File: src/rtl/target_frame_pkg.sv
// -----------------------------------------------------------------------------
// target_frame_pkg
// Shared definitions for the target-select transmit path: the frame width,
// the select flag bits, the idle frame, the debounce FSM state type and the
// id-to-frame encoder.
// -----------------------------------------------------------------------------
package target_frame_pkg;

    localparam int FRAME_W = 8;
    localparam logic [1:0] FLAG_SELECT = 2'b11;
    localparam logic [FRAME_W-1:0] FRAME_IDLE = 8'h00;

    typedef enum logic [1:0] {
        DB_CAPTURE = 2'd0,
        DB_COUNT   = 2'd1,
        DB_STABLE  = 2'd2
    } db_state_e;

    // Valid ids become {0, id, 11}; anything outside [id_min, id_max]
    // collapses to the idle frame.
    function automatic logic [FRAME_W-1:0] encode_frame(
        input logic [4:0] id,
        input int         id_min,
        input int         id_max
    );
        logic [FRAME_W-1:0] frame_v;
        int                 id_v;
        id_v = int'({27'd0, id});
        if ((id_v >= id_min) && (id_v <= id_max)) begin
            frame_v = {1'b0, id, FLAG_SELECT};
        end else begin
            frame_v = FRAME_IDLE;
        end
        return frame_v;
    endfunction

endpackage

File: src/rtl/switch_debouncer.sv
// -----------------------------------------------------------------------------
// switch_debouncer
// Two-flop synchroniser followed by a counting debounce FSM.
//   clk, rst         : clock, synchronous active-high reset
//   select_switches  : raw asynchronous switch inputs
//   debounced        : current candidate value (valid when stable=1)
//   commit_strobe    : high during the cycle whose closing edge commits
//                      the candidate (one cycle per debounce run)
//   stable           : registered, 1 once the candidate has been committed
// -----------------------------------------------------------------------------
module switch_debouncer
    import target_frame_pkg::*;
#(
    parameter int SW_WIDTH     = 5,
    parameter int DEBOUNCE_CNT = 5000000,
    parameter int CNT_WIDTH    = 23
) (
    input  logic                clk,
    input  logic                rst,
    input  logic [SW_WIDTH-1:0] select_switches,
    output logic [SW_WIDTH-1:0] debounced,
    output logic                commit_strobe,
    output logic                stable
);

    localparam logic [CNT_WIDTH-1:0] CNT_LAST = CNT_WIDTH'(DEBOUNCE_CNT - 1);
    localparam logic [CNT_WIDTH-1:0] CNT_TOP  = CNT_WIDTH'(DEBOUNCE_CNT);

    logic [SW_WIDTH-1:0]  sync_meta_r;
    logic [SW_WIDTH-1:0]  sync_q_r;
    logic [SW_WIDTH-1:0]  candidate_r;
    logic [CNT_WIDTH-1:0] count_r;
    db_state_e            state_r;
    logic                 stable_r;
    logic                 commit_s;

    // Commit fires on the edge where the counter steps onto DEBOUNCE_CNT,
    // so the strobe is decoded combinationally ahead of that edge.
    always_comb begin
        commit_s = 1'b0;
        if ((state_r == DB_COUNT) && (sync_q_r == candidate_r) && (count_r == CNT_LAST)) begin
            commit_s = 1'b1;
        end else begin
            commit_s = 1'b0;
        end
    end

    // Synchroniser, candidate tracking, stability counter and FSM.
    always_ff @(posedge clk) begin
        if (rst) begin
            sync_meta_r <= '0;
            sync_q_r    <= '0;
            candidate_r <= '0;
            count_r     <= '0;
            state_r     <= DB_CAPTURE;
            stable_r    <= 1'b0;
        end else begin
            sync_meta_r <= select_switches;
            sync_q_r    <= sync_meta_r;
            if (sync_q_r != candidate_r) begin
                // Any movement restarts the debounce window.
                candidate_r <= sync_q_r;
                count_r     <= '0;
                stable_r    <= 1'b0;
                state_r     <= DB_COUNT;
            end else begin
                case (state_r)
                    DB_CAPTURE: begin
                        count_r <= '0;
                        state_r <= DB_COUNT;
                    end
                    DB_COUNT: begin
                        if (count_r == CNT_LAST) begin
                            count_r  <= CNT_TOP;
                            stable_r <= 1'b1;
                            state_r  <= DB_STABLE;
                        end else begin
                            count_r <= count_r + CNT_WIDTH'(1);
                        end
                    end
                    DB_STABLE: begin
                        state_r <= DB_STABLE;
                    end
                    default: begin
                        count_r  <= '0;
                        stable_r <= 1'b0;
                        state_r  <= DB_CAPTURE;
                    end
                endcase
            end
        end
    end

    assign debounced     = candidate_r;
    assign commit_strobe = commit_s;
    assign stable        = stable_r;

endmodule

File: src/rtl/target_select_tx.sv
// -----------------------------------------------------------------------------
// target_select_tx
// Debounces the board selection switches, encodes the committed id into an
// 8-bit target frame and offers each new frame downstream over valid/ready.
//   clk, rst         : clock, synchronous active-high reset
//   select_switches  : raw switch inputs
//   resend           : one-cycle request to re-queue the held frame
//   tx_data/tx_valid : frame offered downstream, held until tx_ready
//   tx_ready         : downstream accept
//   data_out         : last committed frame (for status LEDs)
//   stable           : switches debounced and committed
//   overflow         : one-cycle pulse when the pending frame is overwritten
// -----------------------------------------------------------------------------
module target_select_tx
    import target_frame_pkg::*;
#(
    parameter int SW_WIDTH     = 5,
    parameter int ID_MIN       = 1,
    parameter int ID_MAX       = 20,
    parameter int DEBOUNCE_CNT = 5000000,
    parameter int CNT_WIDTH    = 23
) (
    input  logic                clk,
    input  logic                rst,
    input  logic [SW_WIDTH-1:0] select_switches,
    input  logic                resend,
    output logic [7:0]          tx_data,
    output logic                tx_valid,
    input  logic                tx_ready,
    output logic [7:0]          data_out,
    output logic                stable,
    output logic                overflow
);

    logic [SW_WIDTH-1:0] debounced_s;
    logic                commit_s;
    logic                stable_s;
    logic [4:0]          id_s;
    logic [FRAME_W-1:0]  enc_s;
    logic                queue_s;
    logic [FRAME_W-1:0]  frame_s;
    logic                accept_s;

    logic [FRAME_W-1:0]  data_out_r;
    logic [FRAME_W-1:0]  tx_data_r;
    logic                tx_valid_r;
    logic [FRAME_W-1:0]  pend_data_r;
    logic                pend_full_r;
    logic                overflow_r;

    switch_debouncer #(
        .SW_WIDTH    (SW_WIDTH),
        .DEBOUNCE_CNT(DEBOUNCE_CNT),
        .CNT_WIDTH   (CNT_WIDTH)
    ) u_debouncer (
        .clk            (clk),
        .rst            (rst),
        .select_switches(select_switches),
        .debounced      (debounced_s),
        .commit_strobe  (commit_s),
        .stable         (stable_s)
    );

    assign id_s     = 5'(debounced_s);
    assign enc_s    = encode_frame(id_s, ID_MIN, ID_MAX);
    assign accept_s = tx_valid_r & tx_ready;

    // Choose what (if anything) gets queued this cycle. A commit edge always
    // has stable=0, so a coincident resend is absorbed by the commit.
    always_comb begin
        queue_s = 1'b0;
        frame_s = FRAME_IDLE;
        if (commit_s) begin
            if (enc_s != data_out_r) begin
                queue_s = 1'b1;
                frame_s = enc_s;
            end else begin
                queue_s = 1'b0;
                frame_s = FRAME_IDLE;
            end
        end else if (resend && stable_s) begin
            queue_s = 1'b1;
            frame_s = data_out_r;
        end else begin
            queue_s = 1'b0;
            frame_s = FRAME_IDLE;
        end
    end

    // Held copy of the last committed frame.
    always_ff @(posedge clk) begin
        if (rst) begin
            data_out_r <= FRAME_IDLE;
        end else if (commit_s && (enc_s != data_out_r)) begin
            data_out_r <= enc_s;
        end else begin
            data_out_r <= data_out_r;
        end
    end

    // Output register plus one pending slot; latest frame wins on overwrite.
    always_ff @(posedge clk) begin
        if (rst) begin
            tx_data_r   <= FRAME_IDLE;
            tx_valid_r  <= 1'b0;
            pend_data_r <= FRAME_IDLE;
            pend_full_r <= 1'b0;
            overflow_r  <= 1'b0;
        end else begin
            overflow_r <= 1'b0;
            if (!tx_valid_r) begin
                if (queue_s) begin
                    tx_data_r  <= frame_s;
                    tx_valid_r <= 1'b1;
                end else begin
                    tx_valid_r <= 1'b0;
                end
            end else if (accept_s) begin
                if (pend_full_r) begin
                    tx_data_r  <= pend_data_r;
                    tx_valid_r <= 1'b1;
                    if (queue_s) begin
                        pend_data_r <= frame_s;
                    end else begin
                        pend_full_r <= 1'b0;
                    end
                end else if (queue_s) begin
                    tx_data_r  <= frame_s;
                    tx_valid_r <= 1'b1;
                end else begin
                    tx_valid_r <= 1'b0;
                end
            end else begin
                // Holding: tx_data must not move, so park the new frame.
                if (queue_s) begin
                    pend_data_r <= frame_s;
                    pend_full_r <= 1'b1;
                    overflow_r  <= pend_full_r;
                end else begin
                    pend_full_r <= pend_full_r;
                end
            end
        end
    end

    assign tx_data  = tx_data_r;
    assign tx_valid = tx_valid_r;
    assign data_out = data_out_r;
    assign stable   = stable_s;
    assign overflow = overflow_r;

endmodule
File: config.mk
export PLATFORM = sky130hd
export DESIGN_NAME = target_select_tx
export DESIGN_NICKNAME = d
export VERILOG_FILES = /design/src/rtl/target_frame_pkg.sv /design/src/rtl/switch_debouncer.sv /design/src/rtl/target_select_tx.sv
export SDC_FILE = /design/constraint.sdc
export NUM_CORES = 1
export LEC_CHECK = 0
export ABC_AREA = 1
export CORE_ASPECT_RATIO = 1.1
export CORE_MARGIN = 2
export CORE_UTILIZATION = 45
export CTS_CLUSTER_SIZE = 28
export DETAILED_ROUTE_END_ITERATION = 16
export PLACE_DENSITY = 0.65
export RECOVER_POWER = 100
export SLEW_MARGIN = 20
export SYNTH_ARGS = -nofsm -noshare
export SYNTH_HDL_FRONTEND = slang
export SYNTH_SLANG_ARGS = --single-unit
File: constraint.sdc
create_clock -name clk -period 2.8 [get_ports clk]
set_input_delay 0.56 -clock clk [delete_from_list [all_inputs] [get_ports clk]]
set_output_delay 0.56 -clock clk [all_outputs]
set_load 0.02 [all_outputs]
==> key figures <==
Outcome
  • Status: finished, final reports clean

Floorplanning
  • Number of placement rows: 33
  • Area of the die: 0.00830 sq mm
  • Overall die width: 87.1 um
  • Area of the placeable core: 0.00739 sq mm
  • Die Height: 95.4 um
  • Initial core utilization: 0.462
  • Io pins: 28

Clocking
  • Sink Count: 64
  • Resized Gates After CTS: 0
  • Number of buffers between clock root and the deepest sink: 2
  • Number of buffers inserted by post-CTS setup repair: 0
  • Clock input transition at the sequential cells of the worst setup and hold paths: 80 ps
  • Clock insertion delay at the later pin of the skew report: 350 ps
  • Number of hold-repair buffers added at the cts stage: 0
  • CTS tree: yes
  • H-tree depth reported by CTS: 3
  • Num CTS Buffers: 9
  • Clock root cell: sky130_fd_sc_hd__clkbuf_8

Min path
  • Hold WC Path Type: reg2reg
  • Number of cells on the worst hold path: 2

Synthesis
  • Cells after Synth: 488
  • Average footprint of a synthesized cell: 7.00 sq um
  • Adder-cell share of the synthesized area: 0.0147
  • Basic-gate share of the synthesized area counting and, or, nand and nor cells: 0.385
  • Number of enable flip-flop cells after synthesis: 0
  • Portion of the post-synthesis area used by sequential elements: 0.375
  • Total number of yosys warnings: 0
  • Share of async-settable or async-resettable flops after synthesis: 0
  • Synth area leader: sky130_fd_sc_hd__dfxtp_1
  • Area fraction of the dominant cell type after synthesis: 0.375
  • Number of unique standard cell types used by synthesis: 41
  • Main combinational cell family by area after synthesis: simple AND/OR/NAND/NOR gates
  • Commonest cells in the synthesized netlist: 118 x sky130_fd_sc_hd__nand2_1, 64 x sky130_fd_sc_hd__dfxtp_1, 62 x sky130_fd_sc_hd__inv_1
  • Number of nets in the synthesized netlist: 501
  • Dominant cell by count in the synthesized netlist: sky130_fd_sc_hd__nand2_1
  • Number of flip-flops and latches in the synthesized netlist: 64
  • Complex-gate fraction of the synthesized area: 0.0912
  • Share of the synthesized netlist area taken by xor and xnor gates: 0.0385
  • Area contributors post-synth: sky130_fd_sc_hd__dfxtp_1 38%, sky130_fd_sc_hd__nand2_1 13%, sky130_fd_sc_hd__inv_1 6.8%, sky130_fd_sc_hd__nor2_1 6.4%, sky130_fd_sc_hd__nand3_1 5.4%
  • Multiplexer share of the synthesized area: 0
  • Cell area after synthesis: 0.00342 sq mm
  • Most used flip-flop cell after synthesis: sky130_fd_sc_hd__dfxtp_1

Timing
  • Least setup slack across all paths after layout: 491 ps
  • Final number of hold-violating endpoints: 0
  • Final-report setup violation count: 0
  • Max-slew violation count: 0
  • Sum Neg Setup Slack: 0 ps
  • Final Skew: 9.05 ps
  • Rel. slew slack: 0.628
  • Clock period minus final worst setup slack: 2310 ps
  • Transition time at the pin with the least slew margin: 553 ps
  • Setup repair after global routing missed its margin: no
  • Max Freq: 0.433 GHz
  • Final period util: 0.825

Drt
  • Wirelength per Cell: 12.0 um
  • Antenna Violating Nets Remaining: 0
  • Overall via count from detail_route: 3073
  • Count of TritonRoute iterations in the first routing pass: 6
  • Vias per std cell: 5.05
  • Detailed Route Iter0 Violations: 137
  • Remaining DRCs: 0
  • Final WL: 7300 um

Worst setup path
  • Data arrival, critical path: 2560 ps
  • Endpoint kind of the worst setup timing path: flip-flop
  • Number of cells on the worst reg-to-reg path: 12
  • Required time at the endpoint of the critical path: 3050 ps
  • Type of the worst setup path: reg2reg
  • Worst Path Max Fanout: 12
  • Type of origin of the critical path: flip-flop

Global route
  • Pin count of the biggest net entering global routing: 32
  • Grt total ovfl: 0
  • Initial antenna violation count: 0
  • Total routing resource utilization after global routing: 0.196
  • Wire length of the first global-routing pass: 12900 um
  • Via count of the first global-routing pass: 2911

Pwr
  • Static leakage power: 0.00172 uW
  • PwrDens: 486 mW/mm^2
  • Largest vdd supply drop: 0.319 mV

Finish
  • P&R area growth vs syn: 13.8%
  • Fraction of final layout cells sized beyond drive strength 1: 0.0958
  • Nets: 530
  • Number of antenna cells inserted: 0

Place
  • Worst slack at placement: 645 ps
  • Number of buffers added on ports: 26
  • Weighted congestion reported at the end of routability-driven placement: 0.914
  • Estimated wirelength of the detail-placed design: 5370 um

Flow run
  • Max Cap Violations: 0
==> metal layers <==
layer | GRT usage | share of wire | vias to the layer above
met3 | 0.0320 | 0.032 | 9
met2 | 0.333 | 0.49 | 69
li1 | - | - | 1612
met4 | 0.0951 | 0.016 | 0
met1 | 0.239 | 0.47 | 1383
met5 | 0 | 0 | -
==> worst paths after layout <==
kind	from	end	slack (ps)
max	u_debouncer.count_r[0]$_SDFFE_PP0N_	tx_data[1]$_SDFFE_PP0P_	490
min	u_debouncer.sync_meta_r[2]$_SDFF_PP0_	u_debouncer.sync_q_r[2]$_SDFF_PP0_	400
max reg2reg	u_debouncer.count_r[0]$_SDFFE_PP0N_	tx_data[1]$_SDFFE_PP0P_	490
min reg2reg	u_debouncer.sync_meta_r[2]$_SDFF_PP0_	u_debouncer.sync_q_r[2]$_SDFF_PP0_	400
==> placed cells by master (no fill, tap or decap), types with 4 or more instances in the layout <==
cell and n:
sky130_fd_sc_hd__a21oi_1 31, sky130_fd_sc_hd__clkbuf_8 9, sky130_fd_sc_hd__clkdlybuf4s50_1 7, sky130_fd_sc_hd__dfxtp_1 64, sky130_fd_sc_hd__dlygate4sd3_1 19, sky130_fd_sc_hd__ha_1 4
sky130_fd_sc_hd__inv_1 63, sky130_fd_sc_hd__nand2_1 120, sky130_fd_sc_hd__nand2_2 9, sky130_fd_sc_hd__nand3_1 38, sky130_fd_sc_hd__nand4_1 11, sky130_fd_sc_hd__nor2_1 60
sky130_fd_sc_hd__nor3_1 15, sky130_fd_sc_hd__nor4_1 4, sky130_fd_sc_hd__o21ai_0 13, sky130_fd_sc_hd__xnor2_1 4, sky130_fd_sc_hd__xor2_1 11
==> stage by stage <==
step | std cells | total power [uW] | util | instance area (sq um) | hold WS [ps]
2_1_floorplan | 488 | 1070 | - | 3420 | 388
3_3_place_gp | 593 | 1110 | 0.507 | 3740 | 391
3_5_place_dp | 593 | 1120 | 0.507 | 3740 | 393
4_1_cts | 609 | 1910 | 0.533 | 3940 | 404
5_1_grt | 609 | 1970 | 0.526 | 3890 | 418
6_report | 609 | 1890 | 0.526 | 3890 | 404
==> power breakdown <==
part	switching, uW	internal, uW	total (uW)
registers	10.1	925	935
logic	99.2	54.1	153
clock network	389	410	800
==> critical path, cell delays in order (launching register included) <==
cell and delay, ps:
sky130_fd_sc_hd__dfxtp_1 400, sky130_fd_sc_hd__ha_1 210, sky130_fd_sc_hd__nand3_1 90, sky130_fd_sc_hd__nor3_1 210, sky130_fd_sc_hd__nand3_1 290, sky130_fd_sc_hd__nor2_8 220
sky130_fd_sc_hd__nand2_4 160, sky130_fd_sc_hd__nand2_8 120, sky130_fd_sc_hd__clkinvlp_2 230, sky130_fd_sc_hd__nand2_1 120, sky130_fd_sc_hd__nand2_1 50, sky130_fd_sc_hd__nand2_1 60
sky130_fd_sc_hd__nand2_1 50
==> kinds of logic (layout without fill, tap and decap cells) <==
family                   Yosys count  in the layout
buffers and inverters             79            113
adder cells (fa/ha/maj)            4              4
AO/OA/AOI/OAI                     52             52
flip-flops                        64             64
other                              1              1
XOR/XNOR                          15             15
AND/OR/NAND/NOR                  273            273
==> sequential cells by signal, indices dropped and copies added, names as in the netlist <==
| register | cells |
|---|---|
| u_debouncer.count_r | 23 |
| tx_data | 8 |
| data_out | 6 |
| pend_data_r | 6 |
| u_debouncer.debounced | 5 |
| u_debouncer.sync_meta_r | 5 |
| u_debouncer.sync_q_r | 5 |
| u_debouncer.state_r | 2 |
| overflow | 1 |
| pend_full_r | 1 |
| tx_valid | 1 |
| u_debouncer.stable | 1 |
==> final cells by class <==
class                   count  area [sq um]
clock buffers               9           124
clock inverters             7          72.6
fillers                   753          3500
inverters                  68           256
multi-input cells         345          1770
flip-flops and latches     64          1280
well taps                  87           109
repair buffers             29           279
Note: power is estimated with default switching activity, not from simulation.
